File: src/rtl/game_state_ctrl_pkg.sv
// ---------------------------------------------------------------------------
// game_state_ctrl_pkg
// Shared definitions for the two-player ship game. The game controller and
// the placement-permission block both import this package.
//   - game_state_t : encoding of the game phase.
//   - winner_t     : encoding of the winner output.
//   - default fleet size and the number of hits needed to win.
//   - other_turn() : returns the opposing player's turn state.
// ---------------------------------------------------------------------------
package game_state_ctrl_pkg;

   localparam int NUM_SHIPS_DEF   = 5;
   localparam int HITS_TO_WIN_DEF = 17;   // 5+4+3+3+2 ship cells
   localparam int IDX_W           = 3;
   localparam int HIT_W           = 5;

   typedef enum logic [2:0] {
      P1_PLACE  = 3'd0,
      P2_PLACE  = 3'd1,
      P1_TURN   = 3'd2,
      P2_TURN   = 3'd3,
      GAME_OVER = 3'd4
   } game_state_t;

   typedef enum logic [1:0] {
      WIN_NONE = 2'b00,
      WIN_P1   = 2'b01,
      WIN_P2   = 2'b10
   } winner_t;

   function automatic game_state_t other_turn(input game_state_t s);
      return (s == P1_TURN) ? P2_TURN : P1_TURN;
   endfunction

endpackage

File: src/rtl/game_state_ctrl_hit_counter.sv
// ---------------------------------------------------------------------------
// hit_counter
// Saturating hit counter for one player.
//   clk    : system clock
//   reset  : synchronous active-high reset, clears the count
//   clr    : synchronous clear (new game / illegal-state recovery)
//   inc    : add one hit; ignored once the count reaches MAX
//   count  : current number of hits (registered)
// ---------------------------------------------------------------------------
module hit_counter
   import game_state_ctrl_pkg::*;
#(
   parameter int MAX = HITS_TO_WIN_DEF
) (
   input  logic             clk,
   input  logic             reset,
   input  logic             clr,
   input  logic             inc,
   output logic [HIT_W-1:0] count
);

   localparam logic [HIT_W-1:0] CNT_MAX = HIT_W'(MAX);

   always_ff @(posedge clk) begin
      if (reset || clr) begin
         count <= '0;
      end else if (inc && (count < CNT_MAX)) begin
         count <= count + 1'b1;
      end
   end

endmodule

File: src/rtl/game_state_ctrl.sv
// ---------------------------------------------------------------------------
// game_state_ctrl
// Top-level game controller: ship placement for both players, alternating
// turns, hit counting and winner detection.
//   clk       : system clock, all state changes on the rising edge
//   reset     : synchronous active-high reset, highest priority
//   place_req : strobe, current player confirms a ship placement
//   place_ok  : placement is legal (sampled with place_req)
//   fire_req  : strobe, current player fires
//   shot_hit  : the shot hit an enemy ship (sampled with fire_req)
//   new_game  : strobe, restart from GAME_OVER
//   state     : game state (see game_state_t)
//   ship_idx  : index of the ship currently being placed
//   p1_hits   : hits scored by player 1
//   p2_hits   : hits scored by player 2
//   winner    : 00 none, 01 player 1, 10 player 2
//   place_err : one-cycle pulse for a rejected placement
// ---------------------------------------------------------------------------
module game_state_ctrl
   import game_state_ctrl_pkg::*;
#(
   parameter int NUM_SHIPS   = NUM_SHIPS_DEF,
   parameter int HITS_TO_WIN = HITS_TO_WIN_DEF
) (
   input  logic             clk,
   input  logic             reset,
   input  logic             place_req,
   input  logic             place_ok,
   input  logic             fire_req,
   input  logic             shot_hit,
   input  logic             new_game,
   output logic [2:0]       state,
   output logic [IDX_W-1:0] ship_idx,
   output logic [HIT_W-1:0] p1_hits,
   output logic [HIT_W-1:0] p2_hits,
   output logic [1:0]       winner,
   output logic             place_err
);

   localparam logic [IDX_W-1:0] LAST_IDX = IDX_W'(NUM_SHIPS - 1);
   localparam logic [HIT_W-1:0] WIN_PREV = HIT_W'(HITS_TO_WIN - 1);

   game_state_t      state_q;
   winner_t          winner_q;
   logic             illegal_state;
   logic             p1_inc;
   logic             p2_inc;
   logic             hits_clr;
   logic [HIT_W-1:0] shooter_hits;
   logic             winning_shot;

   // Values 5..7 are not in the enum but can appear after an upset; they are
   // detected explicitly so the counters can be cleared alongside recovery.
   assign illegal_state = (state_q != P1_PLACE) && (state_q != P2_PLACE) &&
                          (state_q != P1_TURN)  && (state_q != P2_TURN)  &&
                          (state_q != GAME_OVER);

   assign p1_inc   = (state_q == P1_TURN) && fire_req && shot_hit;
   assign p2_inc   = (state_q == P2_TURN) && fire_req && shot_hit;
   assign hits_clr = ((state_q == GAME_OVER) && new_game) || illegal_state;

   assign shooter_hits = (state_q == P1_TURN) ? p1_hits : p2_hits;
   assign winning_shot = fire_req && shot_hit && (shooter_hits == WIN_PREV);

   hit_counter #(
      .MAX   (HITS_TO_WIN)
   ) u_p1_hits (
      .clk   (clk),
      .reset (reset),
      .clr   (hits_clr),
      .inc   (p1_inc),
      .count (p1_hits)
   );

   hit_counter #(
      .MAX   (HITS_TO_WIN)
   ) u_p2_hits (
      .clk   (clk),
      .reset (reset),
      .clr   (hits_clr),
      .inc   (p2_inc),
      .count (p2_hits)
   );

   always_ff @(posedge clk) begin
      if (reset) begin
         state_q   <= P1_PLACE;
         ship_idx  <= '0;
         winner_q  <= WIN_NONE;
         place_err <= 1'b0;
      end else begin
         place_err <= 1'b0;
         case (state_q)
            P1_PLACE, P2_PLACE: begin
               // fire_req and new_game are meaningless while placing
               if (place_req) begin
                  if (!place_ok) begin
                     place_err <= 1'b1;
                  end else if (ship_idx == LAST_IDX) begin
                     ship_idx <= '0;
                     state_q  <= (state_q == P1_PLACE) ? P2_PLACE : P1_TURN;
                  end else begin
                     ship_idx <= ship_idx + 1'b1;
                  end
               end
            end
            P1_TURN, P2_TURN: begin
               // a winning shot ends the game without handing over the turn
               if (fire_req) begin
                  if (winning_shot) begin
                     state_q  <= GAME_OVER;
                     winner_q <= (state_q == P1_TURN) ? WIN_P1 : WIN_P2;
                  end else begin
                     state_q  <= other_turn(state_q);
                  end
               end
            end
            GAME_OVER: begin
               if (new_game) begin
                  state_q  <= P1_PLACE;
                  ship_idx <= '0;
                  winner_q <= WIN_NONE;
               end
            end
            default: begin
               state_q  <= P1_PLACE;
               ship_idx <= '0;
               winner_q <= WIN_NONE;
            end
         endcase
      end
   end

   assign state  = state_q;
   assign winner = winner_q;

endmodule
File: config.mk
export PLATFORM = sky130hd
export DESIGN_NAME = game_state_ctrl
export DESIGN_NICKNAME = d
export VERILOG_FILES = /design/src/rtl/game_state_ctrl_pkg.sv /design/src/rtl/game_state_ctrl_hit_counter.sv /design/src/rtl/game_state_ctrl.sv
export SDC_FILE = /design/constraint.sdc
export NUM_CORES = 1
export LEC_CHECK = 0
export ABC_AREA = 1
export BUFFER_PORTS_ARGS = -buffer_cell sky130_fd_sc_hd__buf_4
export CAP_MARGIN = 20
export CORE_AREA = 3 3 59 61
export CTS_CLUSTER_SIZE = 24
export DETAILED_ROUTE_END_ITERATION = 10
export DIE_AREA = 0 0 62 64
export MAX_ROUTING_LAYER = met4
export PLACE_DENSITY = 0.63
export SLEW_MARGIN = 20
export SYNTH_ARGS = -nofsm -noshare
export SYNTH_HDL_FRONTEND = slang
export SYNTH_HIERARCHICAL = 1
export SYNTH_SLANG_ARGS = --single-unit
File: constraint.sdc
create_clock -name clk -period 2.93 [get_ports clk]
set_input_delay 0 -clock clk [delete_from_list [all_inputs] [get_ports clk]]
set_output_delay 0 -clock clk [all_outputs]
set_load 0.005 [all_outputs]
=== Yosys cells after proc, flatten, opt, wreduce, memory -nomap -nowiden ===
Cells that the tools add are included.

* Bits in writable memories: 0
* Bits in latches: 0
* Memories kept: 0
* ROM bits: 0
* Bits in registers: 19
* Logic and storage cells: 73
* Output and inout port bits: 19

* Div/mod/pow operators: 0
* Eq/ne operators: 16
* Reduce and logical (&&, ||, !) cells: 23
* Shifts and indexed selects: 0
* $lt $le $gt $ge: 2
* Muxes and demuxes: 20
* Add/sub/neg operators: 3
* Multipliers: 0
* Bitwise operators: 3

{| class="wikitable"
|+ Operators by type and width
! cell !! count
|-
| 3-bit two-way mux || 9
|-
| 3-bit case mux with 3 select lines || 2
|-
| 1-bit logical AND || 13
|-
| 2-bit inequality test (second input constant) || 6
|-
| 5-bit by 1-bit adder with 5-bit output (second input constant) || 2
|-
| 5-bit < comparator (second input constant) || 2
|-
| 2-bit two-way mux || 5
|-
| 4-bit AND reduction || 2
|-
| 3-bit by 2-bit == test with 1-bit output (second input constant) || 2
|-
| 3-bit == test (second input constant) || 2
|-
| 3-bit by 2-bit inequality test with 1-bit output (second input constant) || 2
|-
| 2-bit case mux with 3 select lines || 1
|-
| 5-bit == test (second input constant) || 1
|-
| 5-bit two-way mux || 1
|-
| 5-bit AND reduction || 1
|-
| 2-bit OR reduction || 2
|-
| 3-bit by 1-bit adder with 3-bit output (second input constant) || 1
|-
| 3-bit by 1-bit == test with 1-bit output (second input constant) || 1
|-
| 3-bit logical NOT || 1
|-
| 3-bit by 1-bit inequality test with 1-bit output (second input constant) || 1
|-
| 3-bit inequality test (second input constant) || 1
|-
| 1-bit NOT || 3
|-
| 3-bit nonzero test || 1
|-
| 3-bit OR reduction || 1
|-
| other kinds (2) || 4
|}

=== Depth between registers and ports, before layout ===
* Word-level depth: 7
* Gate-level depth with buffers: 9
* Mapped depth without buffers: 9

=== By module ===
The synthesis kept the hierarchy.

{| class="wikitable"
|+ Modules (own cells, without submodules)
! module !! cells each !! area each (um2) !! times used
|-
| game_state_ctrl || 100 || 640.6 || 1
|-
| hit_counter || 38 || 271.5 || 2
|}

=== Worst setup path after synthesis ===
No wires, ideal clock.

* Kind: reg-to-reg
* From: reg state_q[1] (netlist: state[1])
* To: reg u_p2_hits.count[0]
* Slack: 1.546 ns
* Setup time: 0.116 ns
* Buffers on the path: 0
* Data arrival time: 1.268 ns
* Stages on the path, launching flop included: 8
* Cell sequence: dfxtp_1 > inv_2 > nor2_4 > nand2_1 > nor2_1 > nand2_4 > o21ai_0 > nor2_1

{| class="wikitable"
|+ RTL lines
! what !! RTL line !! source
|-
| from (decl) || game_state_ctrl.sv:43 || <nowiki>game_state_t state_q;</nowiki>
|-
| from (signal assigned) || game_state_ctrl.sv:101 || <nowiki>state_q <= (state_q == P1_PLACE) ? P2_PLACE : P1_TURN;</nowiki>
|-
| from (signal assigned) || game_state_ctrl.sv:114 || <nowiki>state_q <= other_turn(state_q);</nowiki>
|-
| 3-bit by 2-bit == test with 1-bit output || game_state_ctrl.sv:59 || <nowiki>assign p2_inc = (state_q == P2_TURN) && fire_req && shot_hit;</nowiki>
|-
| 1-bit logical AND (2 in a row) || game_state_ctrl.sv:59 ||
|-
| net p2_inc || game_state_ctrl.sv:47 || <nowiki>logic p2_inc;</nowiki>
|-
| 1-bit logical AND || game_state_ctrl_hit_counter.sv:27 || <nowiki>end else if (inc && (count < CNT_MAX)) begin</nowiki>
|-
| to (signal assigned) || game_state_ctrl_hit_counter.sv:28 || <nowiki>count <= count + 1'b1;</nowiki>
|-
| to (decl) || game_state_ctrl_hit_counter.sv:19 || <nowiki>output logic [HIT_W-1:0] count</nowiki>
|}

The timed path passes the listed nets, and every way through them passes these cells.
A chain may end at the register's enable or synchronous reset.

=== Worst setup path after layout ===
Ends and elaborated chain as after synthesis.

==> reports/summary.log <==
[power_and_ir_drop] total power 0.4392 mW
[timing] Final Hold Violating Endpoints 0
[critical_path] Top Family by Delay on Critical Path simple AND/OR/NAND/NOR gates
[finish] signed area change from the synthesized netlist to the final layout 26.22%
[status] run status completed
[timing] clock period minus worst slack 1557 ps
[critical_path] maximum fanout along the worst path 6
[grt] Overall Global Routing Usage 15.57%
[critical_path] sum of buffers and inverters on the critical path 1
[grt] total grt overflow 0
[clocking] number of clock sinks 19
[floorplanning] starting density of the core 39.09%
[power_and_ir_drop] maximum ir drop on the vdd rail 0.1842 mV
[floorplanning] y dimension of the die 64 um
[finish] post-route core utilization 49.34%
[logic_synthesis] Synthesis Warnings 6
[critical_path] sort of element at the start of the critical path flip-flop
[detailed_routing] remaining design rule violation count 0
[timing] fmax 0.6424 GHz
[logic_synthesis] area fraction in compound gates after synthesis 10.04%
[critical_path] Top cell by count, worst path sky130_fd_sc_hd__nor2_1
[clocking] cell at the root of the clock tree sky130_fd_sc_hd__clkbuf_4
[finish] Nets 221
[logic_synthesis] multiplexer share of the synthesized area 0%
[detailed_routing] DR pass1 iterations 4
[logic_synthesis] Syn Inst Count 176
[grt] maximum number of pins on one net before global-route repair 12
[power_and_ir_drop] leakage power 0.7079 nW
[finish] leading cell types in the layout, fill and taps excluded sky130_fd_sc_hd__nand2_1 (39), sky130_fd_sc_hd__nor2_1 (30), sky130_fd_sc_hd__buf_4 (25)
[grt] via count of the first global-routing pass 1,110
[logic_synthesis] synthesized-area fraction occupied by adder cells 4.228%
[clocking] clock-pin slew on the worst setup and hold paths 110 ps
[detailed_routing] antenna viol nets, final 0
[critical_path] kind of capture point of the worst setup path flip-flop
[logic_synthesis] top-area cell type share of the netlist area 32.14%
[power_and_ir_drop] power density normalized to cell area 294.0 nW/um^2
[floorplanning] die area 3968 sq um
[timing] Setup-failing EPs final 0
[logic_synthesis] #FFs+latches synth 19
[grt] number of antenna violations at the first check in global routing 0
[logic_synthesis] xor and xnor fraction of the mapped netlist area 1.480%
[critical_path] critical path required time 3140 ps
[timing] Max transition margin 75.46%
[finish] share of layout cells above drive strength 1 25.84%
[worst_hold_path] classification of the worst-slack hold path primary input to flip-flop
[flow_run] Max-cap violations 0
[clocking] H-tree depth 1
[clocking] clock tree from TritonCTS built
[critical_path] slowest library cell on the worst path sky130_fd_sc_hd__dfxtp_1
[detailed_routing] total length of routed wires 2.606 mm
[critical_path] delay of the slowest critical-path stage 460 ps
[logic_synthesis] post-synth cell types 23
[critical_path] list of cells traversed by the critical path inv_2, nor2_4, nand2_1, nor2_1, nand2_4, o21ai_0, nor2_1
[timing] fraction of the cycle the final worst path needs 53.13%
[logic_synthesis] Synth Area in Simple Gates 43.55%
[placement] DP Wirelength 2.020 mm
[floorplanning] floorplan row count 20
[detailed_routing] number of DRC markers in iteration 0 75
[finish] commonest non-fill, non-tap cell in the layout sky130_fd_sc_hd__nand2_1
[floorplanning] placeable core region 3028 sq um
[critical_path] data arrival time of the critical path 1770 ps
[detailed_routing] vias per inst 4.719
[timing] RSZ-0062 raised after global routing no
[logic_synthesis] Post-Syn Area per Cell 6.725 sq um
[timing] setup_tns 0 ps
[clocking] number of buffers on the longest clock path 2
[placement] gpl congestion 0.9386
[finish] number of antenna cells inserted 0
[logic_synthesis] top cells by area, synth sky130_fd_sc_hd__dfxtp_1 (32%), sky130_fd_sc_hd__nand2_1 (12%), sky130_fd_sc_hd__nor2_1 (9.5%)
[timing] transition time at the pin with the least slew margin 366.7 ps
[logic_synthesis] Syn Nets 187
[placement] count of input and output buffers 25
[finish] count of filler cells inserted in the layout 306
[detailed_routing] number of vias after detailed routing 1,194
[floorplanning] Die Span X 62 um
[timing] Worst Clk Skew 1.106 ps
[clocking] CTS buffer count 3
[detailed_routing] wire length per cell 10.30 um
[grt] global-route wire length before repair 4.657 mm
[floorplanning] boundary pin count 26
[clocking] clock network latency to the later pin of the worst-skew pair 300 ps
[logic_synthesis] post-synthesis cell type with the largest combined area sky130_fd_sc_hd__dfxtp_1
[logic_synthesis] post-synthesis instance area 1184 sq um
[logic_synthesis] combinational family with the most area after synthesis simple AND/OR/NAND/NOR gates
[critical_path] critical setup path kind flip-flop to flip-flop
[logic_synthesis] fraction of the yosys area taken by sequential cells 32.14%
[timing] number of pins with negative max-slew slack in the final report 0
-- synth_stat cells (all sizes together) --
cell and instances:
a21oi 13, dfxtp 19, ha 4, inv 27, nand2 48, nand3 16
nand3b 2, nand4 2, nor2 32, nor3 1, nor3b 1, nor4 1
o21ai 7, or2 1, xor2 2
-- timing repair --
item | in CTS | in global routing
hold buffers | 4 | 0
endpoints found under the hold margin | 6 | 0
buffers inserted | 0 | 0
resized for setup | 0 | 0
-- cell type report --
cell class / count / area (sq um) / area share (%)
Timing Repair Buffer: 29 / 227.7 / 15.24
Clock inverter: 1 / 5.005 / 0.3350
Tap cell: 44 / 55.05 / 3.685
Multi-Input combinational cell: 130 / 701.9 / 46.98
Sequential cell: 19 / 380.4 / 25.46
Inverter: 27 / 101.3 / 6.784
Clock buffer: 3 / 22.52 / 1.508
-- cell families after synthesis --
family / after synthesis
AO/OA/AOI/OAI: 20
XOR/XNOR: 2
adder cells (fa/ha/maj): 4
buffers and inverters: 27
flip-flops: 19
AND/OR/NAND/NOR: 104
-- registers in the layout, indices dropped and copies added, names as in the netlist --
signal	cells
place_err	1
ship_idx	3
state	3
u_p1_hits/count	5
u_p2_hits/count	5
winner	2
-- metal layers --
layer / GRT usage (%) / up-vias / part of all wire, %
met1: 20.10 / 530 / 47
met2: 23.70 / 34 / 47
li1: - / 624 / -
met5: - / - / 0
met4: 6.366 / 0 / 1.6
met3: 2.424 / 6 / 5.0
-- worst register-to-register path, stage by stage, from the launching register on --
cell and delay (ps):
sky130_fd_sc_hd__dfxtp_1 460, sky130_fd_sc_hd__inv_2 110, sky130_fd_sc_hd__nor2_4 160, sky130_fd_sc_hd__nand2_1 90
sky130_fd_sc_hd__nor2_1 300, sky130_fd_sc_hd__nand2_4 120, sky130_fd_sc_hd__o21ai_0 170, sky130_fd_sc_hd__nor2_1 50
-- worst paths after layout --
check / cells after the start / slack (ps) / startpoint / endpoint
worst min register to register: 2 / 500 / u_p2_hits/count[4]$_SDFFE_PP0P_ / u_p2_hits/count[4]$_SDFFE_PP0P_
worst max register to register: 7 / 1370 / state[1]$_SDFFE_PP0P_ / u_p2_hits/count[0]$_SDFFE_PP0P_
worst max-delay path: 7 / 1370 / state[1]$_SDFFE_PP0P_ / u_p2_hits/count[0]$_SDFFE_PP0P_
worst min-delay path: 5 / 190 / shot_hit / u_p1_hits/count[3]$_SDFFE_PP0P_
-- stage by stage --
step	hold slack [ps]	area, sq um	setup WS [ps]	std cells
global route	215.1	1494	1168	253
CTS	190.0	1494	1383	253
finish	194.1	1494	1373	253
global placement	225.7	1426	1484	245
floorplan	62.44	1184	1546	176
detailed placement	224.8	1426	1403	245
-- power breakdown --
part           switching [mW]  total, mW  internal (mW)
Clock                  0.0872      0.138         0.0510
Sequential            0.00205      0.262          0.260
Combinational          0.0194     0.0386         0.0192
No activity file was read; power rests on OpenSTA's default activity.
